File: config.mk
export PLATFORM = sky130hd
export DESIGN_NAME = multi_cs_bus_ctrl
export DESIGN_NICKNAME = d
export VERILOG_FILES = /design/src/rtl/multi_cs_bus_ctrl.sv
export SDC_FILE = /design/constraint.sdc
export NUM_CORES = 1
export LEC_CHECK = 0
export ABC_AREA = 1
export CAP_MARGIN = 20
export CORE_MARGIN = 2
export CORE_UTILIZATION = 35
export CTS_BUF_LIST = sky130_fd_sc_hd__clkbuf_8
export CTS_CLUSTER_SIZE = 20
export DETAILED_ROUTE_END_ITERATION = 8
export SYNTH_ARGS = -nofsm -noshare
export SYNTH_HDL_FRONTEND = slang
export SYNTH_SLANG_ARGS = --single-unit
File: constraint.sdc
create_clock -name CLK -period 1.4 [get_ports CLK]
set_input_delay 0.28 -clock CLK [delete_from_list [all_inputs] [get_ports CLK]]
set_output_delay 0.28 -clock CLK [all_outputs]
set_load 0.01 [all_outputs]
File: src/rtl/multi_cs_bus_ctrl.sv
// Multiplexed-bus address latch, region decoder and chip-select/wait-state controller.
// All outputs registered; CS_N valid one cycle after ALE falls, READY held low for the region's wait states.
module multi_cs_bus_ctrl #(
  parameter int ADDR_W = 20,
  parameter int NREG   = 4,
  parameter int WAIT_W = 3,
  parameter logic [NREG*ADDR_W-1:0] REG_BASE = {20'h01C00, 20'h0FF00, 20'h80000, 20'h00000},
  parameter logic [NREG*ADDR_W-1:0] REG_MASK = {20'h0FE00, 20'h0FFF0, 20'h80000, 20'h80000},
  parameter logic [NREG-1:0]        REG_IO   = 4'b1100,
  parameter logic [NREG*WAIT_W-1:0] REG_WAIT = {3'd2, 3'd1, 3'd0, 3'd0}
) (
  input  logic              CLK,
  input  logic              RESET,
  input  logic              ALE,
  input  logic              IOM,
  input  logic              RD,
  input  logic              WR,
  input  logic [ADDR_W-1:0] A_IN,
  output logic [ADDR_W-1:0] Address,
  output logic [NREG-1:0]   CS_N,
  output logic              READY,
  output logic              BUS_ERR
);

  typedef enum logic [1:0] {IDLE, LATCH, ACTIVE, WAITING} state_t;

  state_t              state_q, state_d;
  logic [ADDR_W-1:0]   addr_q;
  logic [NREG-1:0]     cs_n_q, cs_n_d;
  logic                ready_q, ready_d;
  logic                bus_err_q, bus_err_d;
  logic [WAIT_W-1:0]   cnt_q, cnt_d;
  logic                seen_q, seen_d;
  logic [NREG-1:0]     hit, win;
  logic [WAIT_W-1:0]   win_wait;
  logic                strobe, both;

  assign strobe = ~RD | ~WR;
  assign both   = ~RD & ~WR;

  // Lowest-index hit wins: isolate the least significant set bit.
  always_comb begin
    hit = '0;
    for (int k = 0; k < NREG; k++) begin
      hit[k] = ((addr_q & REG_MASK[k*ADDR_W +: ADDR_W]) ==
                (REG_BASE[k*ADDR_W +: ADDR_W] & REG_MASK[k*ADDR_W +: ADDR_W])) &&
               (IOM == REG_IO[k]);
    end
    win      = hit & (~hit + NREG'(1));
    win_wait = '0;
    for (int k = 0; k < NREG; k++) begin
      if (win[k]) win_wait = win_wait | REG_WAIT[k*WAIT_W +: WAIT_W];
    end
  end

  always_comb begin
    state_d   = state_q;
    cs_n_d    = cs_n_q;
    ready_d   = ready_q;
    bus_err_d = 1'b0;
    cnt_d     = cnt_q;
    seen_d    = seen_q;
    case (state_q)
      IDLE: begin
        if (ALE) state_d = LATCH;
      end
      LATCH: begin
        if (!ALE) begin
          cs_n_d    = ~win;
          cnt_d     = win_wait;
          ready_d   = 1'b1;
          seen_d    = 1'b0;
          bus_err_d = (hit == '0);
          state_d   = ACTIVE;
        end
      end
      default: begin
        if (ALE || both || (!strobe && seen_q)) begin
          cs_n_d    = '1;
          ready_d   = 1'b1;
          cnt_d     = '0;
          seen_d    = 1'b0;
          bus_err_d = !ALE && both;
          state_d   = ALE ? LATCH : IDLE;
        end else if (strobe) begin
          seen_d = 1'b1;
          if (state_q == ACTIVE) begin
            if (cnt_q != '0) begin
              ready_d = 1'b0;
              state_d = WAITING;
            end
          end else if (cnt_q != '0) begin
            // READY rises on the same edge the count lands on zero.
            cnt_d   = cnt_q - WAIT_W'(1);
            ready_d = (cnt_q == WAIT_W'(1));
          end
        end
      end
    endcase
  end

  always_ff @(posedge CLK or posedge RESET) begin
    if (RESET) begin
      state_q   <= IDLE;
      addr_q    <= '0;
      cs_n_q    <= '1;
      ready_q   <= 1'b1;
      bus_err_q <= 1'b0;
      cnt_q     <= '0;
      seen_q    <= 1'b0;
    end else begin
      state_q   <= state_d;
      if (ALE) addr_q <= A_IN;
      cs_n_q    <= cs_n_d;
      ready_q   <= ready_d;
      bus_err_q <= bus_err_d;
      cnt_q     <= cnt_d;
      seen_q    <= seen_d;
    end
  end

  assign Address = addr_q;
  assign CS_N    = cs_n_q;
  assign READY   = ready_q;
  assign BUS_ERR = bus_err_q;

endmodule

Yosys cells after proc, flatten, opt, wreduce, memory -nomap -nowiden

Index checks and enable logic that the tools add are counted.

$add $sub $neg: 2
Eq/ne operators: 8
Multiplexer cells: 33
Bitwise gates (word level): 9
Reductions and logical operators: 25

Operator list:

| cell                   | count |
|---|---|
| $logic_not A20 Y1      | 1 |
| $mux W3                | 5 |
| $mux W2                | 7 |
| $mux W1                | 13 |
| $eq A12 B12 Y1 const B | 1 |
| $reduce_bool A4 Y1     | 3 |
| $reduce_and A5 Y1      | 2 |
| $reduce_bool A3 Y1     | 3 |
| $mux W4                | 2 |
| $not A4 Y4             | 2 |
| $pmux W4 S2            | 1 |
| $eq A7 B4 Y1 const B   | 1 |
| $logic_and A1 B1 Y1    | 6 |
| $pmux W1 S2            | 3 |
| $pmux W3 S2            | 1 |
| $reduce_and A3 Y1      | 2 |
| $add A4 B1 Y4 const B  | 1 |
| $and A4 B4 Y4          | 1 |
| $logic_not A4 Y1       | 1 |
| $ne A2 B2 Y1 const B   | 2 |
| $not A1 Y1             | 4 |
| $pmux W2 S2            | 1 |
| $reduce_and A4 Y1      | 1 |
| $eq A3 B1 Y1 const B   | 1 |
| other kinds (10)       | 12 |

Bits in registers: 32
Input bits: 26
Output and inout bits: 26

Logic depth before layout (Yosys ltp)

Gate-level depths: netlist (run 1).

Word-level depth: 9
Gate-level depth with buffers: 8
Depth with buffers taken out: 8

Worst setup path before layout (run 1)

Ideal clock, no wire load.

Path type: register to register
Start: register cnt_q[0]
End: register state_q[0]
Library setup time: 117 ps
Data arrival time: 1144 ps
Required time: 1283 ps
Setup slack: 139 ps
Cell stages (with the launch flop): 8
Buffers on the path: 0
Clock period less this slack: 1261 ps
Cell sequence: dfrtp_1 > inv_1 > ha_1 > ha_1 > o2111ai_1 > nand2_1 > nand2_1 > nand2_1

Cells in the longest elaborated chain, start to end: 3

Ends and longest elaborated chain:

| item                         | RTL line | RTL |
|---|---|---|
| from (decl)                  | 32       | `logic [WAIT_W-1:0] cnt_q, cnt_d;` |
| from (signal assigned)       | 117      | `cnt_q <= cnt_d;` |
| $reduce_bool A3 Y1           | 88       | `if (cnt_q != '0) begin` |
| $reduce_bool A4 Y1 (no line) | --       |  |
| $reduce_and A5 Y1 (no line)  | --       |  |
| to (signal assigned)         | 112      | `state_q <= state_d;` |
| to (decl)                    | 27       | `state_t state_q, state_d;` |

Every way passes these cells.
A chain may end at the register's enable or synchronous reset.

Worst setup path after layout (run 1)

Start: register cs_n_q[0] (netlist: CS_N[0])
End: output port CS_N[0]

RTL lines:

| item                   | RTL line | RTL |
|---|---|---|
| from (decl)            | 29       | `logic [NREG-1:0] cs_n_q, cs_n_d;` |
| from (signal assigned) | 114      | `cs_n_q <= cs_n_d;` |
| to (decl)              | 20       | `output logic [NREG-1:0] CS_N,` |

No word-level cell between the ends.

==> summary.md, run 1 <==
| Metric | Value |
|---|---|
| Leak pwr | 1.230 nW |
| Worst-path maximum fanout | 2 |
| Critical Path Stages | 1 |
| Tcrit/Tclk final | 96.59% |
| Final Slew Violations | 0 |
| Mapped cell area | 1550 sq um |
| Worst setup EP type | output pin |
| WP buf/inv | 1 |
| Post-Syn Area per Cell | 8.032 sq um |
| Total GRT Usage | 15.39% |
| Post-synth top cells | 78 x nand2_1, 27 x dfrtp_1, 18 x inv_1, 16 x o21ai_0, 11 x nor2_1 |
| Drt pass-1 iters | 4 |
| Initial core utilization | 35.85% |
| CTS tree | yes |
| Routed WL per cell | 11.60 microns |
| Clock skew | 0.003880 ns |
| Tot Pwr | 0.003426 W |
| Root Buffer | clkbuf_8 |
| H-tree depth | 2 |
| Die ar. | 4977 sq um |
| Met1 GRT Util | 19.58% |
| Primary FF master, synth | dfrtp_1 |
| Mapped Nets | 222 |
| Top cell type's share of synthesized area | 43.58% |
| Longest Clk Path Bufs | 2 |
| Ranking of synthesized cells by area | dfrtp_1 44%, nand2_1 19%, dfstp_2 8.5% |
| Routed vias | 1426 |
| Asr flop ratio synth | 100.0% |
| PD cells | 1451 nW/um^2 |
| Max cap viols | 0 |
| Die Y | 70.55 microns |
| Worst-Skew Late Latency | 0.28 ns |
| CP cell instances | dlygate4sd2_1 |
| Area leader, netlist | dfrtp_1 |
| Area growth syn-to-layout | 52.30% |
| Synthesized instance count | 193 |
| Max VDD drop | 0.0004687 V |
| Slew of the pin with the lowest slew margin | 0.3011 ns |
| Initial antenna violation count | 0 |
| Most frequent cell after synthesis | nand2_1 |
| Setup violators final | 0 |
| Clock sinks | 32 |
| Area of the core | 4324 sq um |
| Slowest Stage Delay on Critical Path | 0.53 ns |
| Worst path top cell family by delay | flip-flops |
| Clk pin slew, worst setup/hold paths | 0.06 ns |
| Cts bufs inserted | 5 |
| CP startpoint kind | flip-flop |
| Maximum operating frequency | 739.5 MHz |
| Total grt overflow | 0 |
| Gr busiest metal | met2 |
| Seq cells post-synth | 32 |
| Routed Antenna Nets | 0 |
| Hold Vio Cnt, Final | 0 |
| # fillers | 429 |
| Crit path launch | CS_N[0]$_DFFE_PP1P_ |
| Worst setup path endpoint | CS_N[0] |
| Antenna fix cells | 0 |
| Vias in the first global route | 1388 |
| Final GP Congestion | 0.8064 |
| Total Wirelength | 3.655 mm |
| HP Class | in -> async |
| Post-DP HPWL | 2.598 mm |
| Vias/cell | 4.527 |
| Die X-Extent | 70.55 microns |
| CP max stage cell | dfstp_2 |
| Setup CP Type | reg -> out |
| GRT met3 Usage | 6.268% |
| Nets@finish | 291 |
| Number of synthesized flops with an enable pin | 0 |
| FF-to-FF path depth | 8 |
| CTS Hold Bufs | 0 |
| Port bufs | 51 |
| FF-to-FF End | cnt_q[0]$_DFFE_PP0P_ |
| IO Count | 52 |
| DRC violations left | 0 |
| Worst path arrival time | 1.07 ns |
| Number of warnings issued by yosys | 0 |
| Fin Setup TNS | 0 ns |
| Grt met2 use | 24.42% |
| Status | complete, no violations |
| Largest net degree at the start of global routing | 33 |
| FF-to-FF setup slack | 0.07 ns |
| Yosys cell types | 24 |
| Starting DRC count in detailed routing | 77 |
| FP Rows | 24 |
| Sequential area share after synthesis | 52.06% |
| Worst r2r src | cnt_q[0]$_DFFE_PP0P_ |
| Tmin final | 1.352 ns |
| First-pass GRT wire length | 6.072 mm |
| Layout cells sized above 1 | 17.11% |
| Worst Path Required | 1.12 ns |
| Relative slew margins | 79.77% |
-- layout make-up --
cell class,count,area [sq um],area share [%]
Multi-Input combinational cell,136,709.4,30.05
Clock buffer,6,82.58,3.498
Timing Repair Buffer,66,610.6,25.86
Sequential cell,32,807.0,34.18
Clock inverter,2,7.507,0.3180
Inverter,21,78.83,3.339
Tap cell,52,65.06,2.756
-- timing repair --
item | 4_1_cts | 5_1_grt
setup buffers | 0 | 5
gates resized for setup | 26 | 18
endpoints found under the setup margin | 26 | 10
pin swaps | 0 | 6
-- flip-flops by register name, indices dropped and copies added (netlist names) --
signal and flops:
cnt_q 3, BUS_ERR 1, Address 20, CS_N 4, state_q 2, seen_q 1, READY 1
-- per-stage QoR --
stage | instances | hold WS (ns) | worst slack [ns] | utilization [%] | area (sq um)
2_1_floorplan | 193 | 0.3925 | 0.1391 | - | 1550
3_3_place_gp | 302 | 0.4569 | -0.2599 | 50.75 | 2195
3_5_place_dp | 302 | 0.4608 | -0.2345 | 50.75 | 2195
4_1_cts | 310 | 0.3577 | 0.02176 | 52.08 | 2252
5_1_grt | 315 | 0.3773 | -0.006698 | 54.60 | 2361
6_report | 315 | 0.3531 | 0.04775 | 54.60 | 2361
-- where the power goes --
| part | switching (W) | internal (W) | total (W) |
|---|---|---|---|
| Clock | 0.000315 | 0.000386 | 0.000701 |
| Sequential | 0.000157 | 0.00118 | 0.00134 |
| Combinational | 0.000767 | 0.000623 | 0.00139 |
-- cells by family (layout without fill, tap and decap cells) --
family,count (synthesis),in the layout,share of synthesized area (%)
AOI/OAI and AO/OA,22,22,8.555
adders and majority gates,3,3,2.422
buffers and inverters,25,95,6.295
DFF,32,32,52.06
and+or+nand+nor,111,111,30.67
-- how the worst min path moves through the flow --
| stage | from | end | slack (ns) |
|---|---|---|---|
| detailed placement | Address[2]$_DFFE_PP0P_ | Address[2]$_DFFE_PP0P_ | 0.46 |
| CTS | RESET | state_q[0]$_DFFE_PP0P_ | 0.36 |
| finish | RESET | state_q[0]$_DFFE_PP0P_ | 0.35 |
| floorplan | RESET | Address[0]$_DFFE_PP0P_ | 0.39 |
| global route | RESET | Address[13]$_DFFE_PP0P_ | 0.38 |
| global placement | Address[3]$_DFFE_PP0P_ | Address[3]$_DFFE_PP0P_ | 0.46 |
-- worst min-delay path, cell delays in order --
cell and delay, ns:
clkdlybuf4s50_1 0.40, inv_1 0.10, buf_12 0.21
-- layout by cell type, fill, tap and decap left out, types with 4 or more instances in the layout --
master            n
buf_4            14
clkbuf_8          6
clkdlybuf4s50_1  22
dfrtp_1          27
dfstp_2           5
dlygate4sd2_1    26
inv_1            20
nand2_1          78
nand3_1           5
nand3_2           4
nor2_1           11
nor3_1            5
o21ai_0          13
-- metal layers --
layer / up-vias / part of all wire, % / wire (microns)
li1: 748 / - / -
met1: 628 / 45 / 1642
met2: 42 / 45 / 1659
met3: 8 / 8.0 / 292
met4: 0 / 1.7 / 61
met5: - / 0 / 0
Power figures use the tool's default switching activity.
==> run 2: changes to the inputs <==
SKIP_CTS_REPAIR_TIMING = 1   (was not set)
==> run 2 against run 1 <==
Compared with the run above:
- flip-flop and latch count unchanged
- global-route usage is 0.12 points lower
- total power grew 0.65%
- combinational power about the same
- non-clock buffer count down 1
- critical endpoint is now cnt_q[1]$_DFFE_PP0P_
- hold slack better by 0.0011 ns
- routed wire length is 1.3% lower
- critical path type is now reg -> reg
- count of clock-buffer cells in the layout did not move
- clock skew is essentially flat
- cell area up 3.6%
- register-to-register slack better by 0.03 ns
- core utilization grew 2.0 points
==> summary.md, run 2 (synthesis results as in run 1) <==
| Metric | Value |
|---|---|
| Tot Pwr | 0.003448 W |
| Worst setup EP type | flip-flop |
| Max cap viols | 0 |
| Area of the core | 4324 sq um |
| Area growth syn-to-layout | 57.79% |
| Tcrit/Tclk final | 93.06% |
| Vias/cell | 4.513 |
| CTS tree | yes |
| Layout cells sized above 1 | 16.79% |
| Gr busiest metal | met2 |
| Final GP Congestion | 0.8064 |
| Drt pass-1 iters | 6 |
| Setup CP Type | reg -> reg |
| GRT met3 Usage | 6.410% |
| Most common cell after layout, fill and taps aside | nand2_1 |
| Worst path arrival time | 1.46 ns |
| Leak pwr | 1.448 nW |
| Max FFs per register | 20 |
| Final Slew Violations | 0 |
| Die ar. | 4977 sq um |
| IO Count | 52 |
| First-pass GRT wire length | 6.016 mm |
| Die X-Extent | 70.55 microns |
| Post-DP HPWL | 2.598 mm |
| Cts bufs inserted | 5 |
| CP startpoint kind | flip-flop |
| Slew of the pin with the lowest slew margin | 0.3022 ns |
| Longest Clk Path Bufs | 2 |
| Vias in the first global route | 1372 |
| PD cells | 1410 nW/um^2 |
| Maximum operating frequency | 767.6 MHz |
| Worst-Skew Late Latency | 0.28 ns |
| Max VDD drop | 0.0004649 V |
| Most frequent cells in the layout | 78 x nand2_1, 29 x dlymetal6s2s_1, 27 x dfrtp_1, 22 x clkdlybuf4s50_1, 20 x inv_1 |
| Total Wirelength | 3.608 mm |
| Met1 GRT Util | 19.67% |
| Clock skew | 0.004003 ns |
| DRC violations left | 0 |
| Starting DRC count in detailed routing | 48 |
| Routed Antenna Nets | 0 |
| Setup violators final | 0 |
| Nets@finish | 290 |
| Relative slew margins | 79.70% |
| Antenna fix cells | 0 |
| Routed vias | 1417 |
| Routed WL per cell | 11.49 microns |
| Total grt overflow | 0 |
| Root Buffer | clkbuf_8 |
| Status | complete, no violations |
| Clk pin slew, worst setup/hold paths | 0.06 ns |
| H-tree depth | 2 |
| Die Y | 70.55 microns |
| Port bufs | 51 |
| Tmin final | 1.303 ns |
| Worst-path maximum fanout | 4 |
| Grt met2 use | 23.79% |
| Worst Path Required | 1.56 ns |
| Largest net degree at the start of global routing | 33 |
| Fin Setup TNS | 0 ns |
| Initial antenna violation count | 0 |
| Clock sinks | 32 |
| Hold Vio Cnt, Final | 0 |
| RSZ-0062 raised after global routing | no |
| Total GRT Usage | 15.27% |
| Initial core utilization | 35.85% |
| HP Class | in -> async |
| FP Rows | 24 |
-- run 2: cell type report --
class | instances | area [sq um]
Sequential cell | 32 | 807.0
Clock inverter | 2 | 7.507
Timing Repair Buffer | 65 | 700.7
Clock buffer | 6 | 82.58
Fill cell | 407 | 1878
Tap cell | 52 | 65.06
Multi-Input combinational cell | 136 | 704.4
Inverter | 21 | 78.83
-- run 2: path summary, 6_finish.rpt --
path	from	end	slack, ns	cells past startpoint
worst max-delay path	cnt_q[0]$_DFFE_PP0P_	cnt_q[1]$_DFFE_PP0P_	0.1	7
worst min-delay path	RESET	state_q[0]$_DFFE_PP0P_	0.35	3
worst max register to register	cnt_q[0]$_DFFE_PP0P_	cnt_q[1]$_DFFE_PP0P_	0.1	7
worst min register to register	Address[17]$_DFFE_PP0P_	Address[17]$_DFFE_PP0P_	0.46	2
max in group asynchronous	RESET	CS_N[0]$_DFFE_PP1P_	0.81	3
min in group CLK	Address[17]$_DFFE_PP0P_	Address[17]$_DFFE_PP0P_	0.46	2
-- run 2: where the power goes --
part / internal [W] / total [W] / switching, W
logic: 0.000667 / 0.00141 / 0.000747
registers: 0.00118 / 0.00133 / 0.000157
clock network: 0.000385 / 0.000699 / 0.000313
-- run 2: routing by layer --
metal  part of all wire, %  wire [microns]
met3                   7.7             278
met1                    45            1637
met5                     0               0
met2                    46            1659
met4                  0.89              32
-- run 2: critical path: stages, from the launching register on --
cell,delay [ns]
dfrtp_1,0.37
inv_1,0.07
ha_2,0.19
ha_4,0.17
nand4_4,0.07
nand2_4,0.08
o21ai_0,0.17
nand2_1,0.07
-- run 2: per-stage QoR --
stage	cells	instance area [sq um]	hold slack, ns	util (%)	worst slack, ns
after detailed placement	302	2195	0.4608	50.75	-0.2345
after global placement	302	2195	0.4569	50.75	-0.2599
final	314	2446	0.3542	56.57	0.09719
after CTS	310	2285	0.3577	52.84	-0.2407
after floorplan	193	1550	0.3925	-	0.1391
after global routing	314	2446	0.3773	56.57	0.01985
